**config.mk**
```make
export PLATFORM = sky130hd
export DESIGN_NAME = wb_slave_mux_n_flat
export DESIGN_NICKNAME = d
export VERILOG_FILES = /design/src/rtl/wb_mux_pkg.sv /design/src/rtl/wb_slave_mux_n_if.sv /design/src/rtl/wb_mux_addr_decode.sv /design/src/rtl/wb_slave_mux_n.sv /design/src/flat_wrapper.sv
export SDC_FILE = /design/constraint.sdc
export NUM_CORES = 1
export LEC_CHECK = 0
export ABC_AREA = 1
export BUFFER_PORTS_ARGS = -buffer_cell sky130_fd_sc_hd__buf_2
export CAP_MARGIN = 20
export CORE_AREA = 2 2 214 216
export DETAILED_ROUTE_END_ITERATION = 10
export DIE_AREA = 0 0 216 218
export PLACE_DENSITY = 0.4
export SYNTH_ARGS = -nofsm -noshare
export SYNTH_HDL_FRONTEND = slang
export SYNTH_SLANG_ARGS = --single-unit
```
**constraint.sdc**
```tcl
create_clock -name clk -period 3.5 [get_ports clk]
set_input_delay 0.35 -clock clk [delete_from_list [all_inputs] [get_ports clk]]
set_output_delay 0.35 -clock clk [all_outputs]
set_load 0.01 [all_outputs]
```
**src/rtl/wb_mux_pkg.sv**
```systemverilog
// Shared types and helpers for the parametrised Wishbone slave mux.
package wb_mux_pkg;

    typedef enum logic [1:0] {StIdle, StBusy, StResp} state_e;

    typedef enum logic [1:0] {RespAck, RespErr, RespRty} resp_e;

    // Ceiling log2 with a floor of 1 so single-bit fields never collapse to zero width.
    function automatic int unsigned clog2(input int unsigned n);
        int unsigned w;
        w = 0;
        for (int unsigned v = n - 1; v > 0; v = v >> 1) begin
            w++;
        end
        return (w == 0) ? 1 : w;
    endfunction

endpackage

```
**src/rtl/wb_slave_mux_n_if.sv**
```systemverilog
// Host-side and peripheral-side Wishbone classic signals of the slave mux.
interface wb_slave_mux_n_if #(
    parameter int unsigned NUM_SLAVES = 4,
    parameter int unsigned ADDR_W     = 32,
    parameter int unsigned DATA_W     = 32
);
    localparam int unsigned SEL_W = DATA_W / 8;

    logic [ADDR_W-1:0]            wbm_adr_i;
    logic [DATA_W-1:0]            wbm_dat_i;
    logic [DATA_W-1:0]            wbm_dat_o;
    logic                         wbm_we_i;
    logic [SEL_W-1:0]             wbm_sel_i;
    logic                         wbm_stb_i;
    logic                         wbm_cyc_i;
    logic                         wbm_ack_o;
    logic                         wbm_err_o;
    logic                         wbm_rty_o;
    logic [NUM_SLAVES*ADDR_W-1:0] s_adr_o;
    logic [NUM_SLAVES*DATA_W-1:0] s_dat_o;
    logic [NUM_SLAVES*DATA_W-1:0] s_dat_i;
    logic [NUM_SLAVES-1:0]        s_we_o;
    logic [NUM_SLAVES*SEL_W-1:0]  s_sel_o;
    logic [NUM_SLAVES-1:0]        s_stb_o;
    logic [NUM_SLAVES-1:0]        s_cyc_o;
    logic [NUM_SLAVES-1:0]        s_ack_i;
    logic [NUM_SLAVES-1:0]        s_err_i;
    logic [NUM_SLAVES-1:0]        s_rty_i;
    logic [15:0]                  err_count_o;

    // The mux itself: slave of the host, master of the peripherals.
    modport slave (
        input  wbm_adr_i, wbm_dat_i, wbm_we_i, wbm_sel_i, wbm_stb_i, wbm_cyc_i,
        input  s_dat_i, s_ack_i, s_err_i, s_rty_i,
        output wbm_dat_o, wbm_ack_o, wbm_err_o, wbm_rty_o,
        output s_adr_o, s_dat_o, s_we_o, s_sel_o, s_stb_o, s_cyc_o, err_count_o
    );

    modport master (
        output wbm_adr_i, wbm_dat_i, wbm_we_i, wbm_sel_i, wbm_stb_i, wbm_cyc_i,
        output s_dat_i, s_ack_i, s_err_i, s_rty_i,
        input  wbm_dat_o, wbm_ack_o, wbm_err_o, wbm_rty_o,
        input  s_adr_o, s_dat_o, s_we_o, s_sel_o, s_stb_o, s_cyc_o, err_count_o
    );

endinterface

```
**src/rtl/wb_mux_addr_decode.sv**
```systemverilog
// Combinational address decode: slave index field plus a hit flag for mapped addresses.
module wb_mux_addr_decode
    import wb_mux_pkg::*;
#(
    parameter int unsigned NUM_SLAVES  = 4,
    parameter int unsigned ADDR_W      = 32,
    parameter int unsigned SLAVE_SHIFT = 8,
    localparam int unsigned IDX_W      = clog2(NUM_SLAVES)
) (
    input  logic [ADDR_W-1:0] adr,
    output logic              hit,
    output logic [IDX_W-1:0]  idx
);
    localparam int unsigned UPPER_LSB = SLAVE_SHIFT + IDX_W;

    logic [ADDR_W-1:0] upper;

    always_comb begin
        idx   = adr[SLAVE_SHIFT +: IDX_W];
        upper = adr >> UPPER_LSB;
        // Non-power-of-two slave counts leave unused index codes that must also miss.
        hit   = (upper == '0) && (32'(idx) < NUM_SLAVES);
    end

endmodule

```
**src/rtl/wb_slave_mux_n.sv**
```systemverilog
// Wishbone classic 1-to-N interconnect with registered decode, timeout and error counter.
module wb_slave_mux_n
    import wb_mux_pkg::*;
#(
    parameter int unsigned NUM_SLAVES     = 4,
    parameter int unsigned ADDR_W         = 32,
    parameter int unsigned DATA_W         = 32,
    parameter int unsigned SLAVE_SHIFT    = 8,
    parameter int unsigned TIMEOUT_CYCLES = 255
) (
    input  logic             clk,
    input  logic             rstn,
    wb_slave_mux_n_if.slave  bus
);
    localparam int unsigned SEL_W   = DATA_W / 8;
    localparam int unsigned IDX_W   = clog2(NUM_SLAVES);
    localparam int unsigned TIMER_W = clog2(TIMEOUT_CYCLES + 1);

    state_e              state_q, state_d;
    resp_e               resp_q, resp_d;
    logic [IDX_W-1:0]    idx_q, idx_d;
    logic [ADDR_W-1:0]   adr_q, adr_d;
    logic [DATA_W-1:0]   dat_q, dat_d;
    logic                we_q, we_d;
    logic [SEL_W-1:0]    sel_q, sel_d;
    logic [TIMER_W-1:0]  timer_q, timer_d;
    logic [DATA_W-1:0]   rdata_q, rdata_d;
    logic [15:0]         err_cnt_q, err_cnt_d;
    logic                err_inc;

    logic                dec_hit;
    logic [IDX_W-1:0]    dec_idx;
    logic                busy;
    logic                sl_ack, sl_err, sl_rty;
    logic [DATA_W-1:0]   sl_rdata;

    wb_mux_addr_decode #(
        .NUM_SLAVES  (NUM_SLAVES),
        .ADDR_W      (ADDR_W),
        .SLAVE_SHIFT (SLAVE_SHIFT)
    ) u_decode (
        .adr (bus.wbm_adr_i),
        .hit (dec_hit),
        .idx (dec_idx)
    );

    assign busy     = (state_q == StBusy);
    assign sl_ack   = bus.s_ack_i[idx_q];
    assign sl_err   = bus.s_err_i[idx_q];
    assign sl_rty   = bus.s_rty_i[idx_q];
    assign sl_rdata = bus.s_dat_i[32'(idx_q) * DATA_W +: DATA_W];

    always_comb begin
        state_d   = state_q;
        resp_d    = resp_q;
        idx_d     = idx_q;
        adr_d     = adr_q;
        dat_d     = dat_q;
        we_d      = we_q;
        sel_d     = sel_q;
        timer_d   = timer_q;
        rdata_d   = rdata_q;
        err_cnt_d = err_cnt_q;
        err_inc   = 1'b0;
        unique case (state_q)
            StIdle: begin
                if (bus.wbm_cyc_i && bus.wbm_stb_i) begin
                    if (dec_hit) begin
                        idx_d   = dec_idx;
                        adr_d   = bus.wbm_adr_i;
                        dat_d   = bus.wbm_dat_i;
                        we_d    = bus.wbm_we_i;
                        sel_d   = bus.wbm_sel_i;
                        timer_d = TIMER_W'(1);
                        state_d = StBusy;
                    end else begin
                        resp_d  = RespErr;
                        err_inc = 1'b1;
                        state_d = StResp;
                    end
                end
            end
            StBusy: begin
                timer_d = timer_q + TIMER_W'(1);
                // Priority: host abort, then slave err > ack > rty, then timeout.
                if (!bus.wbm_cyc_i) begin
                    state_d = StIdle;
                end else if (sl_err) begin
                    resp_d  = RespErr;
                    state_d = StResp;
                end else if (sl_ack) begin
                    resp_d  = RespAck;
                    rdata_d = sl_rdata;
                    state_d = StResp;
                end else if (sl_rty) begin
                    resp_d  = RespRty;
                    state_d = StResp;
                end else if (timer_q == TIMER_W'(TIMEOUT_CYCLES)) begin
                    resp_d  = RespErr;
                    err_inc = 1'b1;
                    state_d = StResp;
                end
            end
            StResp: begin
                state_d = StIdle;
            end
            default: begin
                state_d = StIdle;
            end
        endcase
        if (err_inc && (err_cnt_q != 16'hFFFF)) begin
            err_cnt_d = err_cnt_q + 16'd1;
        end
    end

    always_ff @(posedge clk or negedge rstn) begin
        if (!rstn) begin
            state_q   <= StIdle;
            resp_q    <= RespAck;
            idx_q     <= '0;
            adr_q     <= '0;
            dat_q     <= '0;
            we_q      <= 1'b0;
            sel_q     <= '0;
            timer_q   <= '0;
            rdata_q   <= '0;
            err_cnt_q <= '0;
        end else begin
            state_q   <= state_d;
            resp_q    <= resp_d;
            idx_q     <= idx_d;
            adr_q     <= adr_d;
            dat_q     <= dat_d;
            we_q      <= we_d;
            sel_q     <= sel_d;
            timer_q   <= timer_d;
            rdata_q   <= rdata_d;
            err_cnt_q <= err_cnt_d;
        end
    end

    assign bus.wbm_ack_o   = (state_q == StResp) && (resp_q == RespAck);
    assign bus.wbm_err_o   = (state_q == StResp) && (resp_q == RespErr);
    assign bus.wbm_rty_o   = (state_q == StResp) && (resp_q == RespRty);
    assign bus.wbm_dat_o   = rdata_q;
    assign bus.err_count_o = err_cnt_q;

    // Fan-out: only the selected slice carries the latched request, all others stay 0.
    always_comb begin
        bus.s_cyc_o = '0;
        bus.s_stb_o = '0;
        bus.s_we_o  = '0;
        bus.s_adr_o = '0;
        bus.s_dat_o = '0;
        bus.s_sel_o = '0;
        for (int unsigned i = 0; i < NUM_SLAVES; i++) begin
            if (busy && (idx_q == IDX_W'(i))) begin
                bus.s_cyc_o[i]                  = 1'b1;
                bus.s_stb_o[i]                  = 1'b1;
                bus.s_we_o[i]                   = we_q;
                bus.s_adr_o[i*ADDR_W +: ADDR_W] = adr_q;
                bus.s_dat_o[i*DATA_W +: DATA_W] = dat_q;
                bus.s_sel_o[i*SEL_W +: SEL_W]   = sel_q;
            end
        end
    end

endmodule

```
**src/flat_wrapper.sv**
```systemverilog
// flat-port wrapper written by rule: the top's interface ports become plain ports
module wb_slave_mux_n_flat import wb_mux_pkg::*;
#(
    parameter int unsigned NUM_SLAVES     = 4,
    parameter int unsigned ADDR_W         = 32,
    parameter int unsigned DATA_W         = 32,
    parameter int unsigned SLAVE_SHIFT    = 8,
    parameter int unsigned TIMEOUT_CYCLES = 255
)
  (clk, rstn, bus_wbm_adr_i, bus_wbm_dat_i, bus_wbm_we_i, bus_wbm_sel_i, bus_wbm_stb_i, bus_wbm_cyc_i, bus_s_dat_i, bus_s_ack_i, bus_s_err_i, bus_s_rty_i, bus_wbm_dat_o, bus_wbm_ack_o, bus_wbm_err_o, bus_wbm_rty_o, bus_s_adr_o, bus_s_dat_o, bus_s_we_o, bus_s_sel_o, bus_s_stb_o, bus_s_cyc_o, bus_err_count_o);
  wb_slave_mux_n_if #(.NUM_SLAVES(NUM_SLAVES), .ADDR_W(ADDR_W), .DATA_W(DATA_W)) bus_i ();
  input  logic clk;
  input  logic rstn;
  input wire logic [$bits(bus_i.wbm_adr_i)-1:0] bus_wbm_adr_i;
  input wire logic [$bits(bus_i.wbm_dat_i)-1:0] bus_wbm_dat_i;
  input wire logic [$bits(bus_i.wbm_we_i)-1:0] bus_wbm_we_i;
  input wire logic [$bits(bus_i.wbm_sel_i)-1:0] bus_wbm_sel_i;
  input wire logic [$bits(bus_i.wbm_stb_i)-1:0] bus_wbm_stb_i;
  input wire logic [$bits(bus_i.wbm_cyc_i)-1:0] bus_wbm_cyc_i;
  input wire logic [$bits(bus_i.s_dat_i)-1:0] bus_s_dat_i;
  input wire logic [$bits(bus_i.s_ack_i)-1:0] bus_s_ack_i;
  input wire logic [$bits(bus_i.s_err_i)-1:0] bus_s_err_i;
  input wire logic [$bits(bus_i.s_rty_i)-1:0] bus_s_rty_i;
  output wire logic [$bits(bus_i.wbm_dat_o)-1:0] bus_wbm_dat_o;
  output wire logic [$bits(bus_i.wbm_ack_o)-1:0] bus_wbm_ack_o;
  output wire logic [$bits(bus_i.wbm_err_o)-1:0] bus_wbm_err_o;
  output wire logic [$bits(bus_i.wbm_rty_o)-1:0] bus_wbm_rty_o;
  output wire logic [$bits(bus_i.s_adr_o)-1:0] bus_s_adr_o;
  output wire logic [$bits(bus_i.s_dat_o)-1:0] bus_s_dat_o;
  output wire logic [$bits(bus_i.s_we_o)-1:0] bus_s_we_o;
  output wire logic [$bits(bus_i.s_sel_o)-1:0] bus_s_sel_o;
  output wire logic [$bits(bus_i.s_stb_o)-1:0] bus_s_stb_o;
  output wire logic [$bits(bus_i.s_cyc_o)-1:0] bus_s_cyc_o;
  output wire logic [$bits(bus_i.err_count_o)-1:0] bus_err_count_o;
  assign bus_i.wbm_adr_i = bus_wbm_adr_i;
  assign bus_i.wbm_dat_i = bus_wbm_dat_i;
  assign bus_i.wbm_we_i = bus_wbm_we_i;
  assign bus_i.wbm_sel_i = bus_wbm_sel_i;
  assign bus_i.wbm_stb_i = bus_wbm_stb_i;
  assign bus_i.wbm_cyc_i = bus_wbm_cyc_i;
  assign bus_i.s_dat_i = bus_s_dat_i;
  assign bus_i.s_ack_i = bus_s_ack_i;
  assign bus_i.s_err_i = bus_s_err_i;
  assign bus_i.s_rty_i = bus_s_rty_i;
  assign bus_wbm_dat_o = bus_i.wbm_dat_o;
  assign bus_wbm_ack_o = bus_i.wbm_ack_o;
  assign bus_wbm_err_o = bus_i.wbm_err_o;
  assign bus_wbm_rty_o = bus_i.wbm_rty_o;
  assign bus_s_adr_o = bus_i.s_adr_o;
  assign bus_s_dat_o = bus_i.s_dat_o;
  assign bus_s_we_o = bus_i.s_we_o;
  assign bus_s_sel_o = bus_i.s_sel_o;
  assign bus_s_stb_o = bus_i.s_stb_o;
  assign bus_s_cyc_o = bus_i.s_cyc_o;
  assign bus_err_count_o = bus_i.err_count_o;
  wb_slave_mux_n #(.NUM_SLAVES(NUM_SLAVES), .ADDR_W(ADDR_W), .DATA_W(DATA_W), .SLAVE_SHIFT(SLAVE_SHIFT), .TIMEOUT_CYCLES(TIMEOUT_CYCLES)) u_core (.clk(clk), .rstn(rstn), .bus(bus_i));
endmodule
```
==> flow_summary.yaml <==
outcome:
  outcome: "finished, final reports clean"
clocking:
  cts_resized: 0
  cts-root-buf: "clkbuf_16"
  postCtsSetupRepairBufs: 0
  cts_sinks: 129
  cts_inserted_buffers: 17
  tritoncts: "done"
  clk_pin_slew_worst_paths_ps: 60
  clock_path_buffers: 2
  clock_latency_ps: 430
  h-tree-depth: 4
min_path:
  hp-class: "primary input to flip-flop"
place:
  place_inst: 2264
  dp_hpwl_mm: 27.6
  place_ws_ps: 937
  gp_congestion: 0.854
  io_buffers: 543
finish:
  multiInputGateArea_um2: 3690
  mostFrequentLayoutCell: "buf_2"
  drive_gt1_share_pct: 36.1
  final_cell_mix: "buf_2 (542), nor2_1 (335), nand2_1 (221)"
  num-fill-cells: 5071
  seq_area_um2: 3230
  fin_cells: 2298
  fin_nets: 1899
  syn_to_final_growth_pct: 50.8
routing:
  ant_nets: 0
  via_count: 9435
  drcViolationCount: 0
  routedWlPerCell_um: 15.5
  routed_wl_mm: 35.7
  drt_iter0_drc: 574
  dr.pass1.iters: 5
  viasPerCell: 4.11
yosys:
  synth.mux.area_fraction_pct: 0
  synth_fa_ha_area_share_pct: 0.322
  synth_compound_area_share_pct: 5.89
  synth_xor_area_share_pct: 2.03
  synth-seq-cells: 129
  synth_simple_gate_area_share_pct: 38.9
  syn_avg_cell_area_um2: 6.60
  syn_area_um2: 7780
  synth_warnings: 0
  synth.distinct_cells: 29
  synth_seq_area_share_pct: 41.5
  synth_cells: 1179
  synth_top_family_by_area: "simple AND/OR/NAND/NOR gates"
setup_path:
  start_kind: "flip-flop"
  r2r-start: "u_core.adr_q[8]"
  worstSetupEndpoint: "bus_s_dat_o[45]"
  cpMaxStageDelayCell: "inv_2"
  path_class: "flip-flop to output port"
  cp_num_buf_inv: 6
  arrival_ps: 2470
  critPathTopFamily: "buffers and inverters"
  crit_start: "u_core.state_q[0]"
  crit_required_ps: 3150
  crit_path_cell_trace: "inv_1 > nor2_1 > buf_4 > inv_1 > nor2_1 > inv_2 > buf_4 > nor2_1 > buf_2"
  critPathMaxStageDelay_ps: 660
  crit_path_end_kind: "output port"
  cpMostUsedCell: "nor2_1"
  worst_r2r_endpoint: "u_core.bus.err_count_o[4]"
  ff2ff_setup_slack_ps: 1160
  reg2reg_depth: 11
  cp_max_fo: 42
  cp.depth: 9
sta:
  setup_ws_ps: 681
  fin_tns_setup_ps: 0
  holdWs_ps: 119
  tightestPinTransition_ps: 893
  setup_viol: 0
  maxSlewHeadroom_pct: 40.4
  drv_slew: 0
  fin_crit_ps: 2820
  fin_crit_sh_pct: 80.6
  fin_skew_ps: 10.9
  rsz0062_at_grt: "false"
  finalHoldViolCount: 0
  fmax_mhz: 355
power:
  leakagePower_nw: 7.42
  p_sw_share_pct: 24.5
  power_mw: 3.73
  power_switching_mw: 0.913
  power_frac_comb_pct: 9.1
  power_density_nw_per_um2: 318
  p_seq_share_pct: 42.3
  p_int_mw: 2.82
  clkPwrFrac_pct: 48.6
  peakVddDrop_mv: 0.206
die:
  rows: 78
  fp.dieW_um: 216
  dieArea_um2: 47100
  start_util_pct: 17.3
  coreArea_um2: 44900
  io_pins: 548
  die_y_um: 218
grt:
  antenna_found_initial: 6
  grt.total_usage_pct: 14.4
  grt_pass1_wl_mm: 51.6
  grt_max_degree: 72
  grt_pass1_vias: 8577
  overflow: 0
flow_run:
  drv_cap: 0
cell families after synthesis:
family | Yosys count
AO/OA/AOI/OAI | 91
XOR/XNOR | 18
adder cells (fa/ha/maj) | 2
buffers and inverters | 209
flip-flops | 129
other | 1
AND/OR/NAND/NOR | 729
through the flow:
stage          instance area (um2)  util (%)
5_1_grt                      11700      26.1
3_5_place_dp                 11100      24.8
6_report                     11700      26.1
3_3_place_gp                 11100      24.7
4_1_cts                      11700      26.1
2_1_floorplan                 7790         -
repair_timing:
item	4_1_cts	5_1_grt
setup endpoints to repair	0	0
endpoints found under the hold margin	40	0
hold buffers	1	0
area by class of cell:
cell class	count	area share, %
clock buffers	24	4.19
diodes	1	0.0213
clock inverters	8	0.864
inverters	124	3.98
flip-flops and latches	129	27.5
well taps	600	6.40
repair buffers	568	25.6
multi-input cells	844	31.4
power groups by stage:
| stage | Clock [mW] | Combinational (mW) | Sequential (mW) |
|---|---|---|---|
| 2_1_floorplan | 0 | 0.116 | 1.61 |
| 3_3_place_gp | 0 | 0.349 | 1.60 |
| 3_5_place_dp | 0 | 0.351 | 1.60 |
| 4_1_cts | 1.91 | 0.352 | 1.58 |
| 5_1_grt | 1.96 | 0.391 | 1.59 |
| 6_report | 1.81 | 0.341 | 1.58 |
flip-flops by register name, indices dropped and copies added, names as in the netlist:
| register | count |
|---|---|
| u_core.timer_q | 8 |
| u_core.bus.err_count_o | 16 |
| u_core.resp_q | 2 |
| u_core.sel_q | 4 |
| u_core.state_q | 2 |
| u_core.dat_q | 32 |
| u_core.adr_q | 32 |
| u_core.we_q | 1 |
| u_core.bus.wbm_dat_o | 32 |
worst register-to-register path: stages (launching register included):
cell and delay (ps):
dfrtp_2 440, buf_12 190, nand2_1 200, nand2_1 170, nand2_1 100, nand2_1 140, nor2_1 200, nand3_1 120
nand2_2 300, nand2_4 210, nand2_1 100, nand2_1 50
layer usage:
layer / up-vias / track usage [%] / part of all wire, %
met2: 360 / 24.4 / 49
met4: 6 / 4.73 / 2.1
li1: 4662 / - / -
met5: - / 0 / 0.079
met1: 4365 / 17.5 / 42
met3: 42 / 4.25 / 7.1
synthesized netlist by cell type:
master / count / area (um2)
clkbuf_4: 1 / 7.51
xnor2_1: 7 / 61.3
or2_0: 1 / 6.26
nand4_1: 34 / 213
buf_6: 2 / 22.5
buf_1: 11 / 41.3
nor2_2: 2 / 12.5
nand2_2: 1 / 6.26
conb_1: 1 / 3.75
buf_2: 21 / 105
nand2_4: 1 / 11.3
clkbuf_2: 4 / 20.0
ha_1: 2 / 25.0
dfrtp_1: 129 / 3230
nor3_1: 4 / 20.0
o31ai_1: 1 / 7.51
xor2_1: 11 / 96.3
inv_1: 121 / 454
a21oi_1: 2 / 10.0
nand3_1: 125 / 626
inv_2: 3 / 11.3
buf_4: 12 / 90.1
nand2_1: 222 / 833
clkbuf_1: 34 / 128
and3_1: 1 / 6.26
nand4_2: 1 / 12.5
nor2_1: 336 / 1260
o21ai_0: 88 / 440
nor3b_4: 1 / 18.8
worst min-delay path by stage:
stage                        to              start  cells after the start  slack [ps]
3_3_place_gp   u_core.dat_q[19]               rstn                      1         320
6_report       u_core.dat_q[11]  bus_wbm_dat_i[11]                      3         120
5_1_grt         u_core.dat_q[6]   bus_wbm_dat_i[6]                      3         100
4_1_cts        u_core.dat_q[12]  bus_wbm_dat_i[12]                      3          80
3_5_place_dp   u_core.dat_q[19]               rstn                      1         330
2_1_floorplan   u_core.adr_q[0]               rstn                      0          50
No activity file was read; power rests on OpenSTA's default activity.
